$ cat src/rtl/svc_soc_io_uart_rx_pkg.sv
// Shared definitions for the memory-mapped UART receiver: register offsets,
// STATUS/RXDATA bit positions and the receive FSM state type.
package svc_soc_io_uart_rx_pkg;

    localparam logic [31:0] RXDATA_OFS = 32'h0000_0000;
    localparam logic [31:0] STATUS_OFS = 32'h0000_0004;

    localparam int ST_NOT_EMPTY = 0;
    localparam int ST_FULL      = 1;
    localparam int ST_OVR       = 2;
    localparam int ST_FERR      = 3;
    localparam int ST_COUNT_LSB = 4;
    localparam int RX_VALID_BIT = 31;

    typedef enum logic [2:0] {
        IDLE,
        START,
        DATA,
        STOP,
        WAIT_IDLE
    } uart_rx_state_t;

    // FIFO count squeezed into the 4-bit STATUS field; deeper FIFOs saturate.
    function automatic logic [3:0] sat_nibble(input logic [31:0] v);
        return (v > 32'd15) ? 4'hF : v[3:0];
    endfunction

endpackage

$ cat src/rtl/svc_uart_rx_core.sv
// 8N1 receive engine: input synchronizer, bit timer and framing FSM.
// Emits one-cycle byte_valid / ferr_pulse strobes; byte_data holds the
// assembled byte while byte_valid is high.
module svc_uart_rx_core
    import svc_soc_io_uart_rx_pkg::*;
#(
    parameter int CLKS_PER_BIT = 217
) (
    input  logic           clk,
    input  logic           rst,
    input  logic           uart_rx,
    output logic           byte_valid,
    output logic [7:0]     byte_data,
    output logic           ferr_pulse,
    output uart_rx_state_t state
);

    localparam int TW = (CLKS_PER_BIT > 1) ? $clog2(CLKS_PER_BIT) : 1;
    localparam logic [TW-1:0] T_LAST = TW'(CLKS_PER_BIT - 1);
    localparam logic [TW-1:0] T_HALF = TW'(CLKS_PER_BIT / 2);

    logic [1:0]     sync;
    logic           rx_s;
    uart_rx_state_t state_nx;
    logic [TW-1:0]  timer, timer_nx;
    logic [2:0]     bit_idx, bit_nx;
    logic [7:0]     shift, shift_nx;

    // Two-flop synchronizer, preset high so reset never looks like a start bit.
    always_ff @(posedge clk) begin
        if (rst) sync <= 2'b11;
        else     sync <= {sync[0], uart_rx};
    end

    assign rx_s      = sync[1];
    assign byte_data = shift;

    // FSM, bit timer, bit index and shift register.
    always_ff @(posedge clk) begin
        if (rst) begin
            state   <= IDLE;
            timer   <= '0;
            bit_idx <= '0;
            shift   <= '0;
        end else begin
            state   <= state_nx;
            timer   <= timer_nx;
            bit_idx <= bit_nx;
            shift   <= shift_nx;
        end
    end

    // Next-state logic: mid-bit start check, LSB-first data, stop-bit framing.
    always_comb begin
        state_nx   = state;
        timer_nx   = timer;
        bit_nx     = bit_idx;
        shift_nx   = shift;
        byte_valid = 1'b0;
        ferr_pulse = 1'b0;
        case (state)
            IDLE: begin
                if (!rx_s) begin
                    state_nx = START;
                    timer_nx = '0;
                end
            end
            START: begin
                if (timer == T_HALF) begin
                    timer_nx = '0;
                    if (!rx_s) begin
                        state_nx = DATA;
                        bit_nx   = 3'd0;
                    end else begin
                        state_nx = IDLE;
                    end
                end else begin
                    timer_nx = timer + 1'b1;
                end
            end
            DATA: begin
                if (timer == T_LAST) begin
                    timer_nx = '0;
                    shift_nx = {rx_s, shift[7:1]};
                    if (bit_idx == 3'd7) state_nx = STOP;
                    else                 bit_nx   = bit_idx + 3'd1;
                end else begin
                    timer_nx = timer + 1'b1;
                end
            end
            STOP: begin
                if (timer == T_LAST) begin
                    timer_nx = '0;
                    if (rx_s) begin
                        byte_valid = 1'b1;
                        state_nx   = IDLE;
                    end else begin
                        ferr_pulse = 1'b1;
                        state_nx   = WAIT_IDLE;
                    end
                end else begin
                    timer_nx = timer + 1'b1;
                end
            end
            WAIT_IDLE: begin
                // A held-low line (break) must return high before a new frame.
                if (rx_s) state_nx = IDLE;
            end
            default: state_nx = IDLE;
        endcase
    end

endmodule

$ cat src/rtl/svc_soc_io_uart_rx.sv
// Memory-mapped UART receiver: RX core feeding a byte FIFO that software
// polls through RXDATA (pop on read) and STATUS (W1C error flags).
module svc_soc_io_uart_rx
    import svc_soc_io_uart_rx_pkg::*;
#(
    parameter int          CLOCK_FREQ = 25_000_000,
    parameter int          BAUD_RATE  = 115_200,
    parameter logic [31:0] BASE_ADDR  = 32'h0000_0100,
    parameter int          FIFO_DEPTH = 8
) (
    input  logic        clk,
    input  logic        rst,
    input  logic        io_ren,
    input  logic [31:0] io_raddr,
    output logic [31:0] io_rdata,
    input  logic        io_wen,
    input  logic [31:0] io_waddr,
    input  logic [31:0] io_wdata,
    input  logic [3:0]  io_wstrb,
    input  logic        uart_rx,
    output logic        rx_irq
);

    localparam int CLKS_PER_BIT = CLOCK_FREQ / BAUD_RATE;
    localparam int AW = $clog2(FIFO_DEPTH);
    localparam int CW = AW + 1;
    localparam logic [CW-1:0] DEPTH_C = CW'(FIFO_DEPTH);

    logic           byte_valid, ferr_pulse;
    logic [7:0]     byte_data;
    uart_rx_state_t core_state;

    logic [7:0]     mem [FIFO_DEPTH];
    logic [AW-1:0]  head, tail;
    logic [CW-1:0]  count;
    logic           fifo_empty, fifo_full;
    logic           rd_rxdata, rd_status, wr_status;
    logic           push, pop, ovr_set;
    logic           ovr, ferr;
    logic [31:0]    status_word;
    logic           unused_ok;

    svc_uart_rx_core #(
        .CLKS_PER_BIT(CLKS_PER_BIT)
    ) u_core (
        .clk       (clk),
        .rst       (rst),
        .uart_rx   (uart_rx),
        .byte_valid(byte_valid),
        .byte_data (byte_data),
        .ferr_pulse(ferr_pulse),
        .state     (core_state)
    );

    assign rd_rxdata  = io_ren && (io_raddr == BASE_ADDR + RXDATA_OFS);
    assign rd_status  = io_ren && (io_raddr == BASE_ADDR + STATUS_OFS);
    assign wr_status  = io_wen && (io_waddr == BASE_ADDR + STATUS_OFS) && io_wstrb[0];
    assign fifo_empty = (count == '0);
    assign fifo_full  = (count == DEPTH_C);
    // A pop frees the slot a same-cycle push needs, so a full FIFO still accepts.
    assign pop        = rd_rxdata && !fifo_empty;
    assign push       = byte_valid && (!fifo_full || pop);
    assign ovr_set    = byte_valid && fifo_full && !pop;
    assign rx_irq     = !fifo_empty;
    assign unused_ok  = ^{io_wdata[31:4], io_wdata[1:0], io_wstrb[3:1], core_state};

    // FIFO storage; no reset needed since count gates every read.
    always_ff @(posedge clk) begin
        if (push) mem[tail] <= byte_data;
    end

    // FIFO pointers and occupancy.
    always_ff @(posedge clk) begin
        if (rst) begin
            head  <= '0;
            tail  <= '0;
            count <= '0;
        end else begin
            if (push) tail <= tail + 1'b1;
            if (pop)  head <= head + 1'b1;
            case ({push, pop})
                2'b10:   count <= count + 1'b1;
                2'b01:   count <= count - 1'b1;
                default: count <= count;
            endcase
        end
    end

    // Sticky error flags; a same-cycle set overrides the W1C clear.
    always_ff @(posedge clk) begin
        if (rst) begin
            ovr  <= 1'b0;
            ferr <= 1'b0;
        end else begin
            ovr  <= (ovr  && !(wr_status && io_wdata[ST_OVR]))  || ovr_set;
            ferr <= (ferr && !(wr_status && io_wdata[ST_FERR])) || ferr_pulse;
        end
    end

    // STATUS register image.
    always_comb begin
        status_word                          = '0;
        status_word[ST_NOT_EMPTY]            = !fifo_empty;
        status_word[ST_FULL]                 = fifo_full;
        status_word[ST_OVR]                  = ovr;
        status_word[ST_FERR]                 = ferr;
        status_word[ST_COUNT_LSB +: 4]       = sat_nibble(32'(count));
    end

    // Registered read port; zero whenever nothing mapped is being read.
    always_ff @(posedge clk) begin
        if (rst) begin
            io_rdata <= '0;
        end else if (rd_rxdata) begin
            io_rdata <= fifo_empty ? 32'h0 : {1'b1, 23'b0, mem[head]};
        end else if (rd_status) begin
            io_rdata <= status_word;
        end else begin
            io_rdata <= '0;
        end
    end

endmodule
$ cat config.mk
export PLATFORM = sky130hd
export DESIGN_NAME = svc_soc_io_uart_rx
export DESIGN_NICKNAME = d
export VERILOG_FILES = /design/src/rtl/svc_soc_io_uart_rx_pkg.sv /design/src/rtl/svc_uart_rx_core.sv /design/src/rtl/svc_soc_io_uart_rx.sv
export SDC_FILE = /design/constraint.sdc
export NUM_CORES = 1
export LEC_CHECK = 0
export BUFFER_PORTS_ARGS = -buffer_cell sky130_fd_sc_hd__buf_4
export CAP_MARGIN = 20
export CORE_MARGIN = 1
export CORE_UTILIZATION = 39
export DETAILED_ROUTE_END_ITERATION = 16
export GPL_TIMING_DRIVEN = 0
export PLACE_DENSITY = 0.66
export RECOVER_POWER = 50
export SYNTH_ARGS = -nofsm -noshare
export SYNTH_HDL_FRONTEND = slang
export SYNTH_SLANG_ARGS = --single-unit
$ cat constraint.sdc
create_clock -name clk -period 3.2 [get_ports clk]
set_input_delay 0.16 -clock clk [delete_from_list [all_inputs] [get_ports clk]]
set_output_delay 0.16 -clock clk [all_outputs]
set_load 0.02 [all_outputs]
### Yosys cells after proc, flatten, opt, wreduce, memory -nomap -nowiden

Memory sizes are Yosys's and may differ from the RTL's. A register that Yosys moved wholly into a read port is not among the register bits.
Cells that the tools add are included.

* register bits: 68
* bits in latches: 0
* RAM bits: 64
* memory bits (read-only): 0
* input port bits: 105
* logic and storage cells: 101
* memories: 1

Memory list
* mem: words 8, bits a word 8, rd ports 1, clocked after memory_dff 1, write ports 1, line svc_soc_io_uart_rx.sv:33 `logic [7:0] mem [FIFO_DEPTH];`

* add/sub/neg operators: 6
* multipliers: 0
* div/mod/pow operators: 0
* $lt $le $gt $ge: 0
* eq/ne operators: 21
* shift-type cells: 0
* mux-type cells: 32
* bitwise logic cells: 0
* reduce and logical (&&, ||, !) cells: 30

Operator list (count)
* $eq 32x9->1 const B: 3
* $mux 32: 2
* $mux 3: 13
* $mux 8: 4
* $pmux 8 s3: 1
* $pmux 3 s5: 1
* $logic_and 1x1->1: 12
* $ne 2x1->1 const B: 5
* $add 3x1->3 const B: 3
* $add 8x1->8 const B: 1
* $eq 8x7->1 const B: 1
* $eq 8x8->1 const B: 1
* $mux 1: 8
* $pmux 4 s2: 1
* $eq 3x2->1 const B: 2
* $eq 3x3->1 const B: 2
* $ne 2x2->1 const B: 3
* $pmux 3 s2: 1
* $reduce_and 6->1: 1
* $logic_not 1->1: 5
* $reduce_and 5->1: 1
* $add 4x1->4 const B: 1
* $eq 4x4->1 const B: 1
* $logic_not 4->1: 1
* 11 further kinds: 15

### Logic depth before layout (Yosys ltp)

Gate-level depths: netlist of run 1.

* depth after elaboration: 7
* mapped depth: 12
* depth with buffers taken out: 12

### Hierarchy

Synthesis of run 1 repeated with hierarchy kept, for this count alone.

* cell total of the unflattened synthesis: 398
* area, all modules: 4997.3 µm²

Modules (own cells, without submodules)
* svc_soc_io_uart_rx: instances 1, cells each 258, area an instance 3767.4 µm², seq. area each 2402.3 µm²
* svc_uart_rx_core: instances 1, cells each 140, area an instance 1229.9 µm², seq. area each 480.5 µm²

### Worst setup path after synthesis of run 1

No wires, ideal clock.

* path type: input to register
* start point: input io_raddr[24]
* end point: register count[2]
* setup time: 0.071 ns
* arrival: 2.477 ns
* slack: 0.653 ns
* cell stages on the path: 11
* buffers on the path: 0
* cell sequence: nor4_1 > nand3_1 > nor4_4 > o21ai_2 > ha_1 > xor2_1 > ha_1 > a21oi_1 > xor2_1 > or3_1 > a21oi_1

* cells in the longest elaborated chain, start to end: 7
* elaborated cells on any way between the ends: 9
* classes of those cells: eq/ne: 3; mux: 1; reduce/logical: 5

RTL lines
* from (decl): line svc_soc_io_uart_rx.sv:14 `input logic [31:0] io_raddr,`
* $eq 32x9->1 (*): line svc_soc_io_uart_rx.sv:55 `assign rd_rxdata = io_ren && (io_raddr == BASE_ADDR + RXDATA_OFS);`
* $logic_and 1x1->1 (*): line svc_soc_io_uart_rx.sv:55
* $logic_and 1x1->1 (*): line svc_soc_io_uart_rx.sv:61 `assign pop = rd_rxdata && !fifo_empty;`
* $logic_or 1x1->1: line svc_soc_io_uart_rx.sv:62 `assign push = byte_valid && (!fifo_full || pop);`
* $logic_and 1x1->1: line svc_soc_io_uart_rx.sv:62
* $eq 2x1->1 / $eq 2x2->1 (equally long branches): line svc_soc_io_uart_rx.sv:81 `case ({push, pop})`
* $pmux 4 s2 / $reduce_bool 2->1 (equally long branches)
* to (signal assigned): line svc_soc_io_uart_rx.sv:82 `2'b10: count <= count + 1'b1;`
* to (signal assigned): line svc_soc_io_uart_rx.sv:83 `2'b01: count <= count - 1'b1;`
* to (signal assigned): line svc_soc_io_uart_rx.sv:84 `default: count <= count;`
* to (decl): line svc_soc_io_uart_rx.sv:35 `logic [CW-1:0] count;`

Every way passes the cells marked *; elsewhere a longest branch is shown, timed or not.
A chain may end at the register's enable or synchronous reset.

### Worst setup path after layout of run 1

* start point: register u_core.timer[0]
* end point: memory mem[4][5], enable pin

* cells in the longest elaborated chain, start to end: 6

RTL lines
* from (decl): line svc_uart_rx_core.sv:25 `logic [TW-1:0] timer, timer_nx;`
* from (signal assigned): line svc_uart_rx_core.sv:47 `timer <= timer_nx;`
* $eq 8x8->1: line svc_uart_rx_core.sv:92 `if (timer == T_LAST) begin`
* $mux 1: line svc_uart_rx_core.sv:92
* $mux 1: line svc_uart_rx_core.sv:61 `case (state)`
* $logic_and 1x1->1: line svc_soc_io_uart_rx.sv:62
* $mux 1: line svc_soc_io_uart_rx.sv:69 `if (push) mem[tail] <= byte_data;`
* $mux 1 (implied by the code): line svc_soc_io_uart_rx.sv:69
* to (decl): line svc_soc_io_uart_rx.sv:33

No other way between the ends.

==> summary.md, run 1 <==
| Metric | Value |
|---|---|
| DR vias | `3516` |
| CTS Buf Count | `9` |
| Clock period minus worst slack | `about 2.8 ns` |
| Max_slew headroom | `around 40%` |
| Final Skew | `0.00570 ns` |
| Post-synth top flop | `edfxtp_1` |
| Setup ws final | `between 0.4 and 0.5 ns` |
| Layout cells sized above 1 | `between 20 and 30%` |
| Post-synth top area cell | `edfxtp_1` |
| Core area | `0.0127 mm2` |
| Total track usage | `between 15 and 20%` |
| Clk root buf | `clkbuf_16` |
| Detailed router's first-iteration violation count | `186` |
| Hold_buf cts | `1` |
| Hold Crit Start | `io_raddr[2]` |
| Vias in the first global route | `roughly 3500` |
| Number of flops mapped to enable cells by yosys | `64` |
| Power Dens Cells | `447 mW/mm2` |
| Tot Pwr | `2.83 mW` |
| Fmax | `approximately 0.36 GHz` |
| Final period utilization | `approximately 87%` |
| # rows | `41` |
| Number of port buffers | `between 80 and 90` |
| CTS Buffer Depth | `2` |
| RSZ-0062 raised after global routing | `no` |
| CTS tree | `built` |
| Synthesized area per cell | `~13 um2` |
| Lkg Pwr | `2.33 nW` |
| Async set or reset register ratio after synthesis | `0%` |
| CP endpoint kind | `flip-flop` |
| Num ports | `138` |
| Final Max Tran Viols | `0` |
| Setup bufs post-CTS | `0` |
| Gr ovfl total | `0` |
| Antenna-violating nets left | `0` |
| Worst slack, placed | `about 0.16 ns` |
| Multi-input gate area | `approximately 0.002 mm2` |
| Syn Inst Count | `409` |
| Initial antenna violation count | `0` |
| Clk sinks | `~110` |
| Vias per inst | `4.98` |
| Largest net degree at the start of global routing | `19` |
| Yosys cell types | `60` |
| Commonest non-fill, non-tap cell in the layout | `buf_4` |
| FF-to-FF Start | `u_core.timer[0]` |
| Chip width | `~120 um` |
| Most frequent cells in the layout | `buf_4, edfxtp_1, dfxtp_1, nor2_1` |
| Ant diodes | `0` |
| Initial Util | `40.3%` |
| H-tree depth | `3` |
| DP Wirelength | `roughly 8400 um` |
| CTS clk-pin slew, worst paths | `roughly 0.07 ns` |
| Fillers | `about 1200` |
| Worst VDD drop | `approximately 0.00026 V` |
| Synth-to-layout area growth | `23.5%` |
| Full die area | `around 0.014 mm2` |
| Cell area after synthesis | `0.00512 mm2` |
| Remaining DRCs | `0` |
| Top cells by area, synth | `edfxtp_1, dfxtp_1, mux4_2, mux2i_1, buf_4` |
| Setup-failing EPs final | `0` |
| Final Hold Viols | `0` |
| Crit path launch type | `flip-flop` |
| CP startpoint | `u_core.timer[0]` |
| Worst-path maximum fanout | `6` |
| Placed Instance Area | `around 0.0061 mm2` |
| Clk_lat worst skew | `0.34 ns` |
| Worst hold path type | `input pin to flip-flop` |
| Yosys warns | `0` |
| Chip height | `117 um` |
| FF+latch area | `~0.0029 mm2` |
| First-pass GRT wire length | `about 18000 um` |
| Cts repair resizes | `0` |
| Status | `finished, final reports clean` |
| WHS | `between 0.15 and 0.2 ns` |
| Worst Path Arrival | `about 2.8 ns` |
| Nets@finish | `about 640` |
| Initial DRT Pass Iterations | `4` |
| Worst-Margin Slew | `~0.9 ns` |
| Crit path required time | `about 3.3 ns` |
| Seq cells post-synth | `between 100 and 150` |
| Top-area cell type share of the netlist area | `between 30% and 40%` |
| Post-route cell area | `0.00633 mm2` |
| GPL Wtd Cong | `between 0.8 and 0.9` |
| Worst setup path class | `flip-flop to flip-flop` |
| Drt wl/cell | `around 15 um` |
| Number of max-cap violations | `0` |
| Final WL | `around 11000 um` |
| Setup TNS | `0 ns` |
| Seq/Total Area, Yosys | `a little under three fifths` |
==> worst paths after layout <==
path | end | slack, ns | cells past startpoint
worst max register to register | mem[4][5] | 0.42 | 7
worst min register to register | u_core.sync[1] | 0.41 | 1
worst min-delay path | io_rdata[1] | 0.15 | 3
worst max-delay path | mem[4][5] | 0.42 | 7
==> sequential cells by signal, indices dropped and copies added (netlist names), named ones only <==
register          count
count                 4
ferr                  1
head                  3
io_rdata              9
mem                  64
ovr                   1
tail                  3
u_core.bit_idx        3
u_core.byte_data      8
u_core.state          3
u_core.sync           2
u_core.timer          8
==> through the flow <==
| stage | util, % | instances |
|---|---|---|
| 2_1_floorplan | - | 431 |
| 6_report | 49.7 | 706 |
| 4_1_cts | 50.3 | 706 |
| 5_1_grt | 49.7 | 706 |
| 3_5_place_dp | 47.7 | 689 |
| 3_3_place_gp | 47.4 | 684 |
==> area by class of cell <==
type	instances	share of cell area, %
sequential	112	45.6
multi-input combinational	269	31.9
timing repair buffer	87	9.73
clock buffer	10	3.96
buffer	42	3.94
tap	172	3.40
clock inverter	6	1.01
inverter	8	0.475
==> layer usage <==
| metal | GRT usage (%) | vias up | wire (um) |
|---|---|---|---|
| li1 | - | 1752 | - |
| met2 | 31.5 | 60 | 5770 |
| met5 | 0 | - | 0 |
| met1 | 20.3 | 1687 | 4570 |
| met3 | 2.44 | 17 | 294 |
| met4 | 7.76 | 0 | 204 |
==> synthesized netlist by cell type (all sizes together) (3+ instances only) <==
| cell type | instances |
|---|---|
| edfxtp | 64 |
| nor3 | 11 |
| mux4 | 16 |
| o21ai | 9 |
| nand4 | 3 |
| a211oi | 3 |
| dfxtp | 48 |
| nand2b | 7 |
| clkbuf | 10 |
| inv | 8 |
| a31oi | 5 |
| nand4b | 4 |
| and2 | 3 |
| o21a | 3 |
| nand3b | 5 |
| a21oi | 15 |
| nand2 | 22 |
| nor4b | 9 |
| buf | 32 |
| or2 | 4 |
| mux2i | 19 |
| nor2 | 29 |
| xor2 | 3 |
| or3 | 4 |
| o2bb2ai | 6 |
| nand3 | 9 |
| ha | 9 |
| nor4 | 20 |
==> logic make-up after synthesis <==
group                    count (synthesis)  share of synthesized area (%)
AND/OR/NAND/NOR                        143                           16.9
flip-flops                             112                           56.3
XOR/XNOR                                 5                          0.855
buffers and inverters                   50                           5.52
adder cells (fa/ha/maj)                  9                           2.20
multiplexers                            37                           11.2
other                                    1                         0.0732
AO/OA/AOI/OAI                           52                           7.03
==> power breakdown <==
part / internal [mW] / switching (mW)
clock: 0.655 / 0.500
sequential: 1.51 / 0.00226
combinational: 0.0891 / 0.0734
==> worst max-delay path, stage by stage, from the launching register on <==
cell and delay [ns]:
dfxtp_1 0.36, inv_1 0.07, ha_1 0.20, nand4b_1 0.11, nor3_1 0.39, o211ai_1 0.29
nor3_1 0.75, buf_2 0.31
(Power assumes the default switching activity.)
==> run 2, diff against run 1 <==
--- a/config.mk
+++ b/config.mk
@@ -5,13 +5,13 @@
 export SDC_FILE = /design/constraint.sdc
 export NUM_CORES = 1
 export LEC_CHECK = 0
-export BUFFER_PORTS_ARGS = -buffer_cell sky130_fd_sc_hd__buf_4
+export BUFFER_PORTS_ARGS = -buffer_cell sky130_fd_sc_hd__buf_2
 export CAP_MARGIN = 20
 export CORE_MARGIN = 1
-export CORE_UTILIZATION = 39
+export CORE_UTILIZATION = 50
 export DETAILED_ROUTE_END_ITERATION = 16
 export GPL_TIMING_DRIVEN = 0
-export PLACE_DENSITY = 0.66
+export PLACE_DENSITY = 0.81
 export RECOVER_POWER = 50
 export SYNTH_ARGS = -nofsm -noshare
 export SYNTH_HDL_FRONTEND = slang
==> run 2 against run 1 <==
- via count grew 4.0%
- final cell count shrank 5.9%
- die area shrank 22%
- worst setup slack lost 0.18 ns
- non-clock buffer count shrank 3
- combinational power shrank 13%
- wire length grew 0.51%
- sequential cell count is the same
- clock power shrank 19%
- utilization grew 11 points
- cell area shrank 5.1%
- critical path type unchanged
- largest cell class unchanged
- largest power group unchanged
==> summary.md, run 2 (synthesis results as in run 1) <==
| Metric | Value |
|---|---|
| Status | `finished, final reports clean` |
| Crit path required time | `3.52 ns (+0.26 ns)` |
| Full die area | `0.0107 mm2 (-22%)` |
| Worst Path Arrival | `3.28 ns (+0.44 ns)` |
| Setup bufs post-CTS | `0 (unchanged)` |
| H-tree depth | `3 (unchanged)` |
| First-pass GRT wire length | `16700 um (-4.5%)` |
| Chip height | `103 um (-11%)` |
| Worst-path maximum fanout | `9 (+3)` |
| Number of port buffers | `81 (unchanged)` |
| CP endpoint kind | `flip-flop` |
| Detailed router's first-iteration violation count | `218 (+17%)` |
| # rows | `36 (-12%)` |
| Clk_lat worst skew | `0.38 ns (+0.04 ns)` |
| R2R cell count | `11 (+4)` |
| Worst reg-to-reg setup slack | `0.24 ns (-0.18 ns)` |
| Worst setup path class | `flip-flop to flip-flop` |
| Placed Instances | `647 (-6.1%)` |
| Most frequent cells in the layout | `buf_2, edfxtp_1, dfxtp_1, nor2_1, buf_4` |
| RSZ-0062 raised after global routing | `no` |
| Largest regs | `mem: 64 flops, io_rdata: 9 flops` |
| Clk root buf | `clkbuf_8` |
| Drt wl/cell | `16.4 um (+6.9%)` |
| Setup TNS | `0 ns (unchanged)` |
| CTS clk-pin slew, worst paths | `0.12 ns (+0.05 ns)` |
| Remaining DRCs | `0 (unchanged)` |
| Chip width | `103 um (-11%)` |
| Core area | `0.00986 mm2 (-22%)` |
| Vias in the first global route | `3364 (-4.1%)` |
| WHS Path Cells | `3 (unchanged)` |
| Lkg Pwr | `2.21 nW (-5.2%)` |
| Worst stage delay on the critical path | `0.40 ns (-0.35 ns)` |
| R2R Path End | `count[2]` |
| Internal | `1.97 mW (-13%)` |
| Post-Layout Cell Count | `664 (-5.9%)` |
| Vias per inst | `5.51 (+11%)` |
| FF-to-FF Start | `count[1]` |
| CTS tree | `built` |
| Final Hold Viols | `0 (unchanged)` |
| DP Wirelength | `7820 um (-7.0%)` |
| Fmax | `0.338 GHz (-6.1%)` |
| Worst path slowest cell | `nor4_1` |
| Antenna-violating nets left | `0 (unchanged)` |
| Largest net degree at the start of global routing | `23 (+4)` |
| Number of max-cap violations | `0 (unchanged)` |
| Gr ovfl total | `0 (unchanged)` |
| Layout cells sized above 1 | `27.9% (-0.031 points)` |
| GPL Wtd Cong | `0.890 (+7.0%)` |
| Crit path launch type | `flip-flop` |
| Final WL | `10900 um (+0.51%)` |
| Worst-Margin Slew | `0.933 ns (+0.0370 ns)` |
| Worst VDD drop | `0.000237 V (-10%)` |
| Sw power | `619 uW (+7.6%)` |
| Critical-path cell list | `clkbuf_1 -> nor4_1 -> or2_2 -> nor4_1 -> ha_1 -> xor2_1 -> ha_1 -> a21oi_1 -> xor2_1 -> or3_1 -> a21oi_1` |
| Fillers | `760 (-34%)` |
| Nets@finish | `640 (-0.47%)` |
| DR vias | `3657 (+4.0%)` |
| Initial DRT Pass Iterations | `6 (+2)` |
| Total track usage | `21.2% (+3.9 points)` |
| Clock period minus worst slack | `2.96 ns (+0.180 ns)` |
| Clk sinks | `112 (unchanged)` |
| Setup-failing EPs final | `0 (unchanged)` |
| CTS Buf Count | `9 (unchanged)` |
| Cts repair resizes | `0 (unchanged)` |
| Logic pwr share | `5.4% (-0.3 points)` |
| Final Skew | `0.0181 ns (+0.0124 ns)` |
| Max_slew headroom | `37.4% (-2.3 points)` |
| Sw frac | `23.9% (+3.6 points)` |
| Commonest non-fill, non-tap cell in the layout | `buf_2` |
| Top reg by flops | `mem` |
| Clock share of power | `36.1% (-4.7 points)` |
| Worst path bufs/invs | `1 (-1)` |
| Num ports | `138 (unchanged)` |
| Hold Crit Start | `io_raddr[2]` |
| Multi-input gate area | `0.00203 mm2 (+0.50%)` |
| Max reg flops | `64 (unchanged)` |
| Power Dens Cells | `431 mW/mm2 (-3.6%)` |
| Worst hold path type | `input pin to flip-flop` |
| Final period utilization | `92.5% (+5.6 points)` |
| Final Max Tran Viols | `0 (unchanged)` |
| Reg power frac | `58.4% (+5.0 points)` |
| Initial antenna violation count | `0 (unchanged)` |
| FF+latch area | `0.00288 mm2 (unchanged)` |
| CTS Buffer Depth | `2 (unchanged)` |
| Synth-to-layout area growth | `17.1%` |
| Initial Util | `51.9% (+12 points)` |
| Hold endpoint | `io_rdata[1]` |
| Ant diodes | `0 (unchanged)` |
| Top cell family by delay on the critical path | `simple AND/OR/NAND/NOR gates` |
==> run 2: cell types whose count changed in the layout (fill, tap and decap cells not counted), moves of 3 or more <==
cell       delta
nor3_1        -3
buf_2        +69
nor3_2        +3
buf_4        -73
clkbuf_16    -10
clkbuf_8      +9
==> run 2: tightest hold or removal path, cell delays in order <==
cell     delay [ns]
buf_2          0.14
nand3_1        0.08
o21ai_0        0.07
==> run 2: power groups by stage <==
stage               registers, mW  clock network, mW  logic (mW)
floorplan                    1.54                  0      0.0784
global placement             1.54                  0       0.134
detailed placement           1.54                  0       0.139
CTS                          1.51              0.928       0.140
global route                 1.51              0.998       0.155
finish                       1.51              0.934       0.141
==> run 2: timing repair <==
item | 4_1_cts | 5_1_grt
setup endpoints to repair | 0 | 0
endpoints found under the hold margin | 1 | 0
hold buffers | 1 | 0
==> run 2: routing by layer <==
layer  vias to the layer above  share of wire (%)  track usage [%]
li1                       1744                  -                -
met1                      1754                 42             26.5
met2                       133                 49             36.2
met3                        26                5.9             3.76
met4                         0                3.2             9.64
met5                         -                  0                0
==> run 2: worst max-delay path by stage <==
stage | slack, ns | cells after the start | from | endpoint
floorplan | 0.65 | 11 | io_raddr[24] | count[2]
global placement | -0.43 | 6 | io_raddr[28] | mem[0][3]
detailed placement | 0.19 | 12 | io_raddr[28] | count[2]
CTS | 0.36 | 12 | u_core.timer[0] | count[2]
global route | 0.12 | 11 | count[1] | count[2]
finish | 0.24 | 11 | count[1] | count[2]
==> run 2: area by class of cell <==
class / count / share of cell area [%]
Sequential cell: 112 / 48.0
Clock buffer: 9 / 2.06
Inverter: 8 / 0.500
Buffer: 42 / 4.15
Timing Repair Buffer: 84 / 6.94
Clock inverter: 7 / 1.71
Multi-Input combinational cell: 269 / 33.8
Tap cell: 133 / 2.77
==> run 2: metrics by stage <==
step | setup WS, ns | area (um2) | hold WS, ns | util [%] | power [mW]
6_report | 0.240 | 6000 | 0.101 | 60.8 | 2.58
5_1_grt | 0.124 | 6000 | 0.121 | 60.8 | 2.66
4_1_cts | 0.362 | 6050 | 0.0964 | 61.3 | 2.58
3_5_place_dp | 0.189 | 5810 | 0.353 | 58.9 | 1.68
3_3_place_gp | -0.426 | 5780 | 0.351 | 58.6 | 1.68
2_1_floorplan | 0.653 | 5210 | 0.264 | - | 1.62
==> run 3, diff against run 2 <==
--- a/config.mk
+++ b/config.mk
@@ -11,6 +11,8 @@
 export CORE_UTILIZATION = 50
 export DETAILED_ROUTE_END_ITERATION = 16
 export GPL_TIMING_DRIVEN = 0
+export HOLD_SLACK_MARGIN = 0.1
+export MAX_ROUTING_LAYER = met4
 export PLACE_DENSITY = 0.81
 export RECOVER_POWER = 50
 export SYNTH_ARGS = -nofsm -noshare
==> run 3 against run 2 <==
- clock power about the same
- critical path depth unchanged
- final cell count increased by 0.15%
- cell area increased by 0.17%
- utilization increased by 0.10 points
- sequential share of layout area decreased by 0.080 points
- clock-buffer cell count unchanged
- clock skew increased by 0.0044 ns
- via count about the same
- worst setup slack got worse by 0.0063 ns
- wire length increased by 0.43%
- critical endpoint unchanged
- largest cell class unchanged
==> summary.md, run 3 (synthesis results as in run 1) <==
| Metric | Value |
|---|---|
| Critical-path cell list | `clkbuf_1 -> nor4_1 -> or2_2 -> nor4_1 -> ha_1 -> xor2_1 -> ha_1 -> a21oi_1 -> xor2_1 -> or3_1 -> a21oi_1` |
| Chip width | `103 um (unchanged)` |
| Largest net degree at the start of global routing | `23 (unchanged)` |
| Number of port buffers | `81 (unchanged)` |
| Worst setup path class | `flip-flop to flip-flop` |
| Initial DRT Pass Iterations | `5 (-1)` |
| Initial antenna violation count | `0 (unchanged)` |
| # rows | `36 (unchanged)` |
| Layout cells sized above 1 | `27.8% (-0.052 points)` |
| Max reg flops | `64 (unchanged)` |
| Initial Util | `51.9% (unchanged)` |
| Vias in the first global route | `3391 (+0.80%)` |
| Most frequent cells in the layout | `buf_2, edfxtp_1, dfxtp_1, nor2_1, buf_4` |
| Clock period minus worst slack | `2.97 ns (+0.00628 ns)` |
| Synth-to-layout area growth | `17.3%` |
| Final period utilization | `92.7% (+0.20 points)` |
| Setup-failing EPs final | `0 (unchanged)` |
| Fin util | `60.9% (+0.10 points)` |
| H-tree depth | `3 (unchanged)` |
| Core area | `0.00986 mm2 (unchanged)` |
| Number of max-cap violations | `0 (unchanged)` |
| DP Wirelength | `7820 um (unchanged)` |
| Crit path launch type | `flip-flop` |
| Post-route cell area | `0.00601 mm2 (+0.17%)` |
| Tot Pwr | `2.58 mW (about the same)` |
| Drt wl/cell | `16.4 um (+0.28%)` |
| Commonest non-fill, non-tap cell in the layout | `buf_2` |
| Crit path required time | `3.52 ns (about the same)` |
| CTS clk-pin slew, worst paths | `0.13 ns (about the same)` |
| CTS Buf Count | `9 (unchanged)` |
| Detailed router's first-iteration violation count | `247 (+13%)` |
| Antenna-violating nets left | `0 (unchanged)` |
| Full die area | `0.0107 mm2 (unchanged)` |
| Final WL | `10900 um (+0.43%)` |
| Total track usage | `22.0% (+0.80 points)` |
| Worst VDD drop | `0.000237 V (-0.29%)` |
| Post-Layout Cell Count | `665 (+0.15%)` |
| Power Dens Cells | `430 mW/mm2 (-0.23%)` |
| Largest regs | `mem: 64 flops, io_rdata: 9 flops` |
| Final Skew | `0.0225 ns (+0.00435 ns)` |
| Worst stage delay on the critical path | `0.40 ns (about the same)` |
| CP endpoint kind | `flip-flop` |
| Clk_lat worst skew | `0.39 ns (about the same)` |
| Placed Instance Area | `0.00581 mm2 (unchanged)` |
| Clk root buf | `clkbuf_8` |
| Status | `finished, final reports clean` |
| Worst path slowest cell | `nor4_1` |
| CTS Buffer Depth | `2 (unchanged)` |
| Top reg by flops | `mem` |
| RSZ-0062 raised after global routing | `no` |
| DR vias | `3660 (+0.082%)` |
| Worst Path Arrival | `3.29 ns (about the same)` |
| Lkg Pwr | `2.21 nW (+0.19%)` |
| Nets@finish | `641 (+0.16%)` |
| Clk sinks | `112 (unchanged)` |
| Ant diodes | `0 (unchanged)` |
| Fmax | `0.337 GHz (-0.21%)` |
| Remaining DRCs | `0 (unchanged)` |
| Final Max Tran Viols | `0 (unchanged)` |
| Setup TNS | `0 ns (unchanged)` |
| Chip height | `103 um (unchanged)` |
| CTS tree | `built` |
| Num ports | `138 (unchanged)` |
| Setup bufs post-CTS | `0 (unchanged)` |
| Worst hold path type | `input pin to flip-flop` |
| Final Hold Viols | `0 (unchanged)` |
| GPL Wtd Cong | `0.905 (+1.7%)` |
| Placed Instances | `647 (unchanged)` |
| First-pass GRT wire length | `16800 um (+0.50%)` |
| Worst-Margin Slew | `0.921 ns (-0.0123 ns)` |
| Gr ovfl total | `0 (unchanged)` |
| Max_slew headroom | `38.3% (+0.83 points)` |
| Vias per inst | `5.50 (about the same)` |
| Worst-path maximum fanout | `9 (unchanged)` |
-- run 3: cell count changes in the layout (fill, tap and decap cells not counted) --
cell,previous run,this run
dlygate4sd3_1,1,2
-- run 3: final cells by class --
type                            instances  area, um2
Clock inverter                          7        103
Fill cell                             758       3850
Inverter                                8       30.0
Clock buffer                            9        124
Tap cell                              133        166
Multi-Input combinational cell        269       2030
Buffer                                 42        249
Timing Repair Buffer                   85        427
Sequential cell                       112       2880
-- run 3: path summary, 6_finish.rpt --
kind	slack (ns)	endpoint	depth (start not counted)	from
worst max-delay path	0.23	count[2]	11	count[1]
worst min-delay path	0.14	ovr	4	io_wdata[2]
worst max register to register	0.23	count[2]	11	count[1]
worst min register to register	0.43	u_core.sync[1]	1	u_core.sync[0]
-- run 3: per-layer routing --
| layer | vias up | global-route usage (%) | share of wire, % |
|---|---|---|---|
| met4 | 0 | 10.9 | 3.0 |
| li1 | 1749 | - | - |
| met5 | - | - | 0 |
| met2 | 143 | 36.6 | 50 |
| met1 | 1744 | 26.5 | 41 |
| met3 | 24 | 2.96 | 6.2 |
-- run 3: power breakdown --
part	switching [mW]	internal (mW)	total, mW
logic	0.0755	0.0663	0.142
registers	0.00227	1.51	1.51
clock network	0.539	0.392	0.931
total	0.616	1.97	2.58
-- run 3: stage by stage --
stage	setup WS (ns)	hold WS, ns
final	0.234	0.136
after global routing	0.124	0.162
after CTS	0.362	0.115
after detailed placement	0.189	0.353
after global placement	-0.426	0.351
after floorplan	0.653	0.264
-- run 3: repair_timing --
action	CTS	global route
hold endpoints to repair	2	0
hold buffers	2	0
gates resized for setup	0	0
-- run 3: worst max-delay path, delay by kind of cell (launching register included) --
family,cells,cell delay [ns]
AO/OA/AOI/OAI,2,0.19
XOR/XNOR,2,0.36
adder cells (fa/ha/maj),2,0.56
buffers and inverters,1,0.32
flip-flops,1,0.33
AND/OR/NAND/NOR,4,1.14
